## config.mk

```make
export PLATFORM = sky130hd
export DESIGN_NAME = trap_unit
export DESIGN_NICKNAME = d
export VERILOG_FILES = /design/src/rtl/trap_pkg.sv /design/src/rtl/misalign_check.sv /design/src/rtl/trap_unit.sv
export SDC_FILE = /design/constraint.sdc
export NUM_CORES = 1
export LEC_CHECK = 0
export ABC_AREA = 1
export ABC_CLOCK_PERIOD_IN_PS = 2360
export CORE_UTILIZATION = 39
export DETAILED_ROUTE_END_ITERATION = 16
export DONT_BUFFER_PORTS = 1
export GPL_ROUTABILITY_DRIVEN = 0
export PLACE_DENSITY = 0.58
export SLEW_MARGIN = 0
export SYNTH_ARGS = -nofsm -noshare
export SYNTH_HDL_FRONTEND = slang
export SYNTH_SLANG_ARGS = --single-unit
```

## constraint.sdc

```tcl
create_clock -name clk -period 2.36 [get_ports clk]
set_clock_uncertainty 0.15 [all_clocks]
set_input_delay 0.708 -clock clk [delete_from_list [all_inputs] [get_ports clk]]
set_output_delay 0.708 -clock clk [all_outputs]
set_load 0.01 [all_outputs]
```

## src/rtl/trap_pkg.sv

```systemverilog
// Shared cause codes and FSM state encoding for the trap sequencer.
package trap_pkg;

    localparam logic [3:0] CAUSE_IMISALIGN = 4'd0;
    localparam logic [3:0] CAUSE_ILLEGAL   = 4'd2;
    localparam logic [3:0] CAUSE_LMISALIGN = 4'd4;
    localparam logic [3:0] CAUSE_SMISALIGN = 4'd6;

    typedef enum logic [2:0] {
        ST_RUN,
        ST_ENTER,
        ST_HANDLER,
        ST_RETURN,
        ST_LOCKUP
    } trap_state_e;

endpackage

```

## src/rtl/misalign_check.sv

```systemverilog
// Combinational alignment checks for branch targets, loads and stores.
module misalign_check
    import trap_pkg::*;
(
    input  logic        memtoreg,
    input  logic [3:0]  memwrite,
    input  logic [2:0]  funct3,
    input  logic [31:0] daddr,
    input  logic        branch_taken,
    input  logic [31:0] target,
    output logic        instr_mis,
    output logic        load_mis,
    output logic        store_mis
);

    logic half_ld;
    logic word_ld;

    // LH/LHU need halfword alignment, LW needs word alignment; byte loads never fault.
    assign half_ld   = (funct3 == 3'b001) || (funct3 == 3'b101);
    assign word_ld   = (funct3 == 3'b010);

    assign instr_mis = branch_taken && (target[1:0] != 2'b00);
    assign load_mis  = memtoreg && ((half_ld && daddr[0]) || (word_ld && (daddr[1:0] != 2'b00)));
    assign store_mis = ((memwrite == 4'b0011) && daddr[0]) ||
                       ((memwrite == 4'b1111) && (daddr[1:0] != 2'b00));

endmodule

```

## src/rtl/trap_unit.sv

```systemverilog
// Exception sequencer: fault detection, trap registers, mret return and double-fault lockup.
//
// state   | meaning
// RUN     | normal execution, faults trap here
// ENTER   | redirect fetch to handler, squash wrong-path instruction
// HANDLER | executing handler, waits for mret; any fault locks up
// RETURN  | redirect fetch to mepc+4, squash wrong-path instruction
// LOCKUP  | double fault, everything killed until reset
module trap_unit
    import trap_pkg::*;
#(
    parameter logic [31:0] HANDLER_BASE = 32'h0000_0100,
    parameter int          CNT_W        = 16
) (
    input  logic             clk,
    input  logic             reset_n,
    input  logic             instr_valid,
    input  logic [31:0]      pc,
    input  logic             opinvalid,
    input  logic             memtoreg,
    input  logic [3:0]       memwrite,
    input  logic [2:0]       funct3,
    input  logic [31:0]      daddr,
    input  logic             branch_taken,
    input  logic [31:0]      target,
    input  logic             mret,
    output logic             kill,
    output logic             redirect,
    output logic [31:0]      redirect_pc,
    output logic [31:0]      mepc,
    output logic [31:0]      mtval,
    output logic [3:0]       mcause,
    output logic             in_handler,
    output logic             lockup,
    output logic [CNT_W-1:0] trap_count
);

    trap_state_e      state_q, state_d;
    logic [31:0]      mepc_q, mepc_d;
    logic [31:0]      mtval_q, mtval_d;
    logic [3:0]       mcause_q, mcause_d;
    logic [CNT_W-1:0] trap_count_q, trap_count_d;

    logic        instr_mis, load_mis, store_mis;
    logic        illegal;
    logic        fault;
    logic [3:0]  fault_cause;
    logic [31:0] fault_tval;

    misalign_check u_misalign (
        .memtoreg     (memtoreg),
        .memwrite     (memwrite),
        .funct3       (funct3),
        .daddr        (daddr),
        .branch_taken (branch_taken),
        .target       (target),
        .instr_mis    (instr_mis),
        .load_mis     (load_mis),
        .store_mis    (store_mis)
    );

    // mret is only illegal outside a handler; in HANDLER it is the return path.
    assign illegal = opinvalid || (mret && (state_q == ST_RUN));
    assign fault   = instr_valid && (illegal || instr_mis || load_mis || store_mis);

    always_comb begin
        fault_cause = CAUSE_SMISALIGN;
        fault_tval  = daddr;
        if (illegal) begin
            fault_cause = CAUSE_ILLEGAL;
            fault_tval  = 32'h0;
        end else if (instr_mis) begin
            fault_cause = CAUSE_IMISALIGN;
            fault_tval  = target;
        end else if (load_mis) begin
            fault_cause = CAUSE_LMISALIGN;
        end
    end

    always_comb begin
        state_d      = state_q;
        mepc_d       = mepc_q;
        mtval_d      = mtval_q;
        mcause_d     = mcause_q;
        trap_count_d = trap_count_q;
        kill         = 1'b0;
        redirect     = 1'b0;
        redirect_pc  = 32'h0;
        in_handler   = 1'b0;
        lockup       = 1'b0;
        case (state_q)
            ST_RUN: begin
                if (fault) begin
                    kill     = 1'b1;
                    mepc_d   = pc;
                    mcause_d = fault_cause;
                    mtval_d  = fault_tval;
                    if (trap_count_q != '1) begin
                        trap_count_d = trap_count_q + CNT_W'(1);
                    end
                    state_d  = ST_ENTER;
                end
            end
            ST_ENTER: begin
                kill        = 1'b1;
                redirect    = 1'b1;
                redirect_pc = HANDLER_BASE;
                in_handler  = 1'b1;
                state_d     = ST_HANDLER;
            end
            ST_HANDLER: begin
                in_handler = 1'b1;
                if (instr_valid && mret) begin
                    kill    = 1'b1;
                    state_d = ST_RETURN;
                end else if (fault) begin
                    kill    = 1'b1;
                    state_d = ST_LOCKUP;
                end
            end
            ST_RETURN: begin
                kill        = 1'b1;
                redirect    = 1'b1;
                redirect_pc = mepc_q + 32'd4;
                in_handler  = 1'b1;
                state_d     = ST_RUN;
            end
            ST_LOCKUP: begin
                kill   = 1'b1;
                lockup = 1'b1;
            end
            default: state_d = ST_RUN;
        endcase
    end

    always_ff @(posedge clk or negedge reset_n) begin
        if (!reset_n) begin
            state_q      <= ST_RUN;
            mepc_q       <= 32'h0;
            mtval_q      <= 32'h0;
            mcause_q     <= 4'h0;
            trap_count_q <= '0;
        end else begin
            state_q      <= state_d;
            mepc_q       <= mepc_d;
            mtval_q      <= mtval_d;
            mcause_q     <= mcause_d;
            trap_count_q <= trap_count_d;
        end
    end

    assign mepc       = mepc_q;
    assign mtval      = mtval_q;
    assign mcause     = mcause_q;
    assign trap_count = trap_count_q;

endmodule

```

==> impl_metrics.csv, run 1 <==
group,metric,value,unit
pwr,finalPower,8220,uW
critical_path,path_cells,"nand2_2 > nor2_4 > nand4_1 > nor3_4 > buf_6 > xor2_2 > nor2_1 > buf_4",
critical_path,r2r_end,"mepc[16]",
global_routing,grt_pass1_vias,5083,
synthesis,yosys.area.top_type,"dfrtp_1",
critical_path,worstPathRequired,1.50,ns
detailed_routing,via_per_inst,5.30,
synthesis,ys_types,28,
synthesis,netlist_area,0.00518,mm2
place,port_buffers,0,
finish,multi_input_area,0.00332,mm2
timing,worstMarginPinSlew,0.537,ns
critical_path,worstPathArrival,1.94,ns
detailed_routing,antenna_left,0,
detailed_routing,routed_wl,17700,um
pwr,p_per_area,1110,mW/mm2
critical_path,critPathBufInv,2,
timing,setup_tns,-7.99,ns
global_routing,grt_use_total,0.237,
critical_path,cp_top_family,"simple AND/OR/NAND/NOR gates",
floorplan,design.die.area,0.0137,mm2
critical_path,r2r_slack,0.29,ns
floorplan,fp.coreArea,0.0128,mm2
pwr,ir_drop,0.631,mV
floorplan,dieHeight,117,um
place,place_inst,968,
floorplan,num_rows,41,
detailed_routing,drt_first_pass_iters,5,
cts,clk_path_buf_depth,2,
hold_path,hp-class,"in -> async",
synthesis,synth_area_leaders,"dfrtp_1, nand2_1, nor2_1, mux2i_1, inv_1",
status,violations,"negative hold slack, negative setup slack",
finish,final_cell_mix,"nand2_1, buf_4, dfrtp_1",
finish,area_growth,42.4,%
detailed_routing,avgRoutedWirePerCell,17.3,um
cts,cts_htree_levels,3,
finish,drive_gt1_frac,0.334,
place,placed_area,0.00607,mm2
timing,finalCritPeriodShare,1.19,
floorplan,die_x,117,um
global_routing,overflow,0,
detailed_routing,drt-initial-drc-count,278,
floorplan,io-pin-count,230,
detailed_routing,num_vias,5410,
floorplan,start_util,0.405,
pwr,p_leak,0.00366,uW
global_routing,grt_max_degree,86,
synthesis,yosysSeqAreaShare,0.411,
critical_path,crit_slowest_cell,"dfrtp_1",
finish,fill_cells,1116,
critical_path,rr_worst_depth,11,
finish,stdcell_count,1020,
finish,seqCellArea,0.00213,mm2
synthesis,ys_ff_latch,85,
finish,finalNetCount,955,
timing,setup_violations,32,
synthesis,postSynthAreaPerCell,7.13,um2
cts,cts_inserted_buffers,9,
run,drv_cap,0,
critical_path,path_class,"reg -> out",
finish,final_common_cell,"nand2_1",
timing,relSlewSlack,0.642,
synthesis,synth_cells,726,
cts,cts.sinks,85,
place,dp_hpwl,12000,um
timing,setup_slack,-0.439,ns
critical_path,end_kind,"primary output",
critical_path,slowest_delay,0.42,ns
timing,whs,-0.104,ns
critical_path,r2r-start,"state_q[1]",
finish,n_antenna_cell,0,
timing,fin_crit,2.80,ns
timing,finalHoldViolations,85,
critical_path,cp_max_fo,3,
synthesis,synth_top_area_share,0.411,
global_routing,grt_pass1_wl,24800,um
timing,rsz0062_at_grt,"yes",
cts,cts_tree,"done",
timing,slew_viol_final,0,
cts,clock-root-buffer,"clkbuf_16",
status,status,"finished with violations",
detailed_routing,drc_errors,0,
synthesis,ys_warn_count,0,
global_routing,antenna_found_initial,0,
timing,max_freq,0.357,GHz
cts,insertion_delay,0.35,ns
critical_path,start_kind,"flip-flop",
finish,design_area,0.00737,mm2
cts,path_clk_slew,0.06,ns
==> cell type report <==
class | instances | share of cell area
Multi-Input combinational cell | 554 | 0.451
Sequential cell | 85 | 0.289
Timing Repair Buffer | 135 | 0.160
Clock buffer | 10 | 0.0311
Inverter | 58 | 0.0307
Tap cell | 172 | 0.0292
Clock inverter | 6 | 0.00865
==> where the power goes <==
group / internal (uW) / total [uW] / switching [uW]
Combinational: 1690 / 4080 / 2390
Clock: 819 / 1440 / 618
Sequential: 2010 / 2700 / 684
Total: 4520 / 8220 / 3700
==> per-layer routing <==
metal	routed length [um]	vias up	global-route usage
li1	-	2529	-
met1	6610	2579	0.260
met2	8810	250	0.409
met3	1600	52	0.0922
met4	651	0	0.0979
met5	0	-	0
==> through the flow <==
step	setup WS [ns]	util
floorplan	-0.116	-
global placement	-0.248	0.475
detailed placement	-0.260	0.475
CTS	-0.394	0.531
global route	-0.536	0.577
finish	-0.439	0.577
==> logic make-up (layout without fill, tap and decap cells) <==
logic type	Yosys count	count (layout)	synth area share
AND/OR/NAND/NOR	444	444	0.359
buffers and inverters	88	209	0.0720
flip-flops	85	85	0.411
AO/OA/AOI/OAI	51	51	0.0522
multiplexers	30	30	0.0580
XOR/XNOR	25	25	0.0423
adder cells (fa/ha/maj)	2	2	0.00483
other	1	2	0.000724
==> worst max-delay path by stage <==
stage | start | cells after the start | slack [ns] | end
final | mepc[17] | 8 | -0.44 | redirect_pc[22]
after detailed placement | mepc[17] | 8 | -0.26 | redirect_pc[23]
after global placement | mepc[17] | 8 | -0.25 | redirect_pc[23]
after global routing | mepc[17] | 8 | -0.54 | redirect_pc[22]
after floorplan | target[0] | 8 | -0.12 | kill
after CTS | mepc[14] | 8 | -0.39 | redirect_pc[22]
==> flip-flops by register name, indices dropped and copies added, names as in the netlist <==
signal / count
state_q: 3
mepc: 32
mtval: 32
trap_count: 16
mcause: 2
==> cells in the mapped netlist <==
cell	instances
xor2_1	20
nand3_2	3
a21oi_4	1
clkbuf_1	6
o21ai_0	12
nor2_1	97
a21oi_1	10
nor4_1	1
xnor2_1	5
nor2_4	4
buf_2	19
nand4_2	1
buf_4	5
o21ai_1	25
a31oi_1	3
nand3_1	25
nor3_1	19
nand3b_1	1
inv_2	1
inv_1	57
nand2_2	5
conb_1	1
mux2i_1	30
ha_1	2
dfrtp_1	85
nor2_2	1
nand4_1	24
nand2_1	263
==> what timing repair did <==
action,in CTS,in global routing
setup endpoints to repair,33,33
resized for setup,67,130
pin swaps,19,63
endpoints found under the hold margin,85,85
setup buffers,26,15
cloned,0,0
Note: power is estimated with default switching activity, not from simulation.
==> run 2: changes to the inputs <==
--- a/config.mk
+++ b/config.mk
@@ -5,7 +5,6 @@
 export SDC_FILE = /design/constraint.sdc
 export NUM_CORES = 1
 export LEC_CHECK = 0
-export ABC_AREA = 1
 export ABC_CLOCK_PERIOD_IN_PS = 2360
 export CORE_UTILIZATION = 39
 export DETAILED_ROUTE_END_ITERATION = 16
==> impl_metrics.csv, run 2 <==
group,metric,value,unit
timing,worstMarginPinSlew,0.521,ns
timing,setup_violations,24,
pwr,p_leak,0.00270,uW
detailed_routing,avgRoutedWirePerCell,18.7,um
critical_path,path_class,"reg -> out",
synthesis,postSynthAreaPerCell,10.1,um2
critical_path,r2r-start,"state_q[2]",
timing,setup_slack,-0.494,ns
timing,finalHoldViolations,85,
critical_path,crit_slowest_cell,"or4_4",
pwr,ir_drop,0.649,mV
critical_path,r2r_end,"mepc[18]",
timing,rsz0062_at_grt,"yes",
timing,relSlewSlack,0.652,
cts,clock-root-buffer,"clkbuf_16",
finish,n_antenna_cell,0,
detailed_routing,via_per_inst,5.54,
global_routing,antenna_found_initial,0,
global_routing,grt_use_total,0.199,
pwr,p_per_area,1200,mW/mm2
synthesis,ys_warn_count,0,
synthesis,async_reset_ff_frac,1.00,
critical_path,r2r_slack,0.16,ns
finish,area_growth,32.5,%
critical_path,cp_top_family,"simple AND/OR/NAND/NOR gates",
finish,utilization,0.541,
synthesis,yosysSeqAreaShare,0.471,
critical_path,slowest_delay,0.43,ns
run,drv_cap,0,
floorplan,die_x,110,um
finish,drive_gt1_frac,0.389,
place,dp_hpwl,9050,um
cts,cts_inserted_buffers,9,
critical_path,worstPathArrival,2.00,ns
finish,final_common_cell,"dfrtp_1",
synthesis,netlist_area,0.00452,mm2
synthesis,ys_types,50,
synthesis,yosys.area.top_type,"dfrtp_1",
place,port_buffers,0,
critical_path,worstPathRequired,1.50,ns
detailed_routing,routed_wl,12200,um
synthesis,synth_cells,448,
cts,clk_path_buf_depth,2,
detailed_routing,antenna_left,0,
synthesis,synth.most_common_cell,"dfrtp_1",
timing,whs,-0.0871,ns
global_routing,grt_pass1_wl,18200,um
synthesis,ys_ff_latch,85,
critical_path,path_cells,"and4_4 > nand3_4 > or3_4 > or4_4 > o21ai_2",
synthesis,synthTopCellsByCount,"dfrtp_1, nand2_1, mux2_2, o21ai_0, mux2i_1",
detailed_routing,num_vias,3625,
synthesis,synth-edff-count,0,
finish,final_cell_mix,"dfrtp_1, buf_4, nand2_1",
floorplan,fp.coreArea,0.0111,mm2
floorplan,num_rows,38,
cts,cts_htree_levels,3,
cts,path_clk_slew,0.07,ns
critical_path,critPathBufInv,0,
floorplan,start_util,0.408,
floorplan,io-pin-count,230,
floorplan,design.die.area,0.0120,mm2
critical_path,cp_max_fo,5,
global_routing,overflow,0,
critical_path,end_kind,"primary output",
synthesis,synth_top_area_share,0.471,
place,dp_slack,-0.209,ns
hold_path,hp-class,"in -> async",
critical_path,start_kind,"flip-flop",
detailed_routing,drc_errors,0,
status,violations,"negative hold slack, negative setup slack",
floorplan,dieHeight,110,um
timing,finalCritPeriodShare,1.21,
timing,slew_viol_final,0,
finish,finalNetCount,621,
detailed_routing,drt_first_pass_iters,4,
critical_path,cp-startpoint,"mepc[12]",
synthesis,synth_area_leaders,"dfrtp_1, mux2_2, mux2i_1, nand2_1, xor2_1",
cts,insertion_delay,0.33,ns
cts,cts_tree,"done",
global_routing,grt_max_degree,86,
detailed_routing,drt-initial-drc-count,135,
status,status,"finished with violations",
critical_path,rr_worst_depth,6,
timing,max_freq,0.350,GHz
timing,fin_crit,2.85,ns
cts,cts.sinks,85,
synthesis,ys.flop_type,"dfrtp_1",
global_routing,grt_pass1_vias,3580,
[run 2: cell types whose count changed in the layout (fill, tap and decap cells not counted), sizes merged, moves of 11 or more]
| cell | before | now |
|---|---|---|
| and3 | 0 | 14 |
| buf | 135 | 71 |
| inv | 57 | 7 |
| mux2 | 0 | 34 |
| nand2 | 268 | 57 |
| nand3 | 28 | 17 |
| nand4 | 25 | 10 |
| nor2 | 102 | 32 |
[run 2: through the flow]
step / hold WS [ns] / instances / TNS, ns / total power, uW / cell area [um2]
3_5_place_dp: 0.264 / 627 / -4.73 / 5350 / 5210
5_1_grt: -0.101 / 654 / -9.00 / 7640 / 5990
6_report: -0.0871 / 654 / -6.42 / 7180 / 5990
2_1_floorplan: 0.262 / 449 / -1.89 / 4230 / 4660
4_1_cts: -0.0982 / 646 / -7.19 / 7000 / 5720
3_3_place_gp: 0.264 / 627 / -4.48 / 5280 / 5210
[run 2: per-layer routing]
metal / routed length [um] / global-route usage / up-vias
met1: 4990 / 0.238 / 1757
met3: 987 / 0.0628 / 4
li1: - / - / 1706
met2: 6200 / 0.346 / 158
met4: 69 / 0.0505 / 0
met5: 0 / 0 / -
[run 2: power breakdown]
part | internal (uW) | leakage, uW | switching, uW
registers | 2040 | 0.00107 | 595
logic | 1450 | 0.00148 | 1670
clock network | 875 | 0.000149 | 554
total | 4360 | 0.00270 | 2820
[run 2: what timing repair did]
| action | 4_1_cts | 5_1_grt |
|---|---|---|
| endpoints found under the setup margin | 30 | 31 |
| cloned | 0 | 1 |
| pin swaps | 22 | 28 |
| gates resized for setup | 44 | 47 |
| buffers inserted | 3 | 8 |
| endpoints found under the hold margin | 85 | 85 |
[run 2: cells by family (layout without fill, tap and decap cells)]
kind of cell,Yosys count,count (layout),synth area share
AO/OA/AOI/OAI,53,53,0.0692
XOR/XNOR,38,38,0.0736
adder cells (fa/ha/maj),2,2,0.00553
buffers and inverters,30,95,0.0296
flip-flops,85,85,0.471
multiplexers,67,67,0.158
other,1,2,0.000830
AND/OR/NAND/NOR,172,172,0.193
[run 2: worst reg2reg max path: stages (launching register included)]
cell,delay [ns]
dfrtp_1,0.41
inv_2,0.07
a31o_4,0.24
buf_4,0.14
o31ai_4,0.39
buf_12,0.28
mux2_2,0.40
[run 2: how the worst max path moves through the flow]
stage,to,slack [ns],depth (start not counted)
3_5_place_dp,kill,-0.21,5
2_1_floorplan,kill,-0.46,5
5_1_grt,redirect_pc[27],-0.56,5
6_report,redirect_pc[27],-0.49,5
3_3_place_gp,kill,-0.21,5
4_1_cts,redirect_pc[27],-0.47,5
[run 2: layout make-up]
cell class              instances  area, um2
flip-flops and latches         85       2130
multi-input cells             334       2710
clock buffers                  12        256
inverters                       7       26.3
well taps                     140        175
clock inverters                 4       47.5
fillers                       949       5090
repair buffers                 72        643
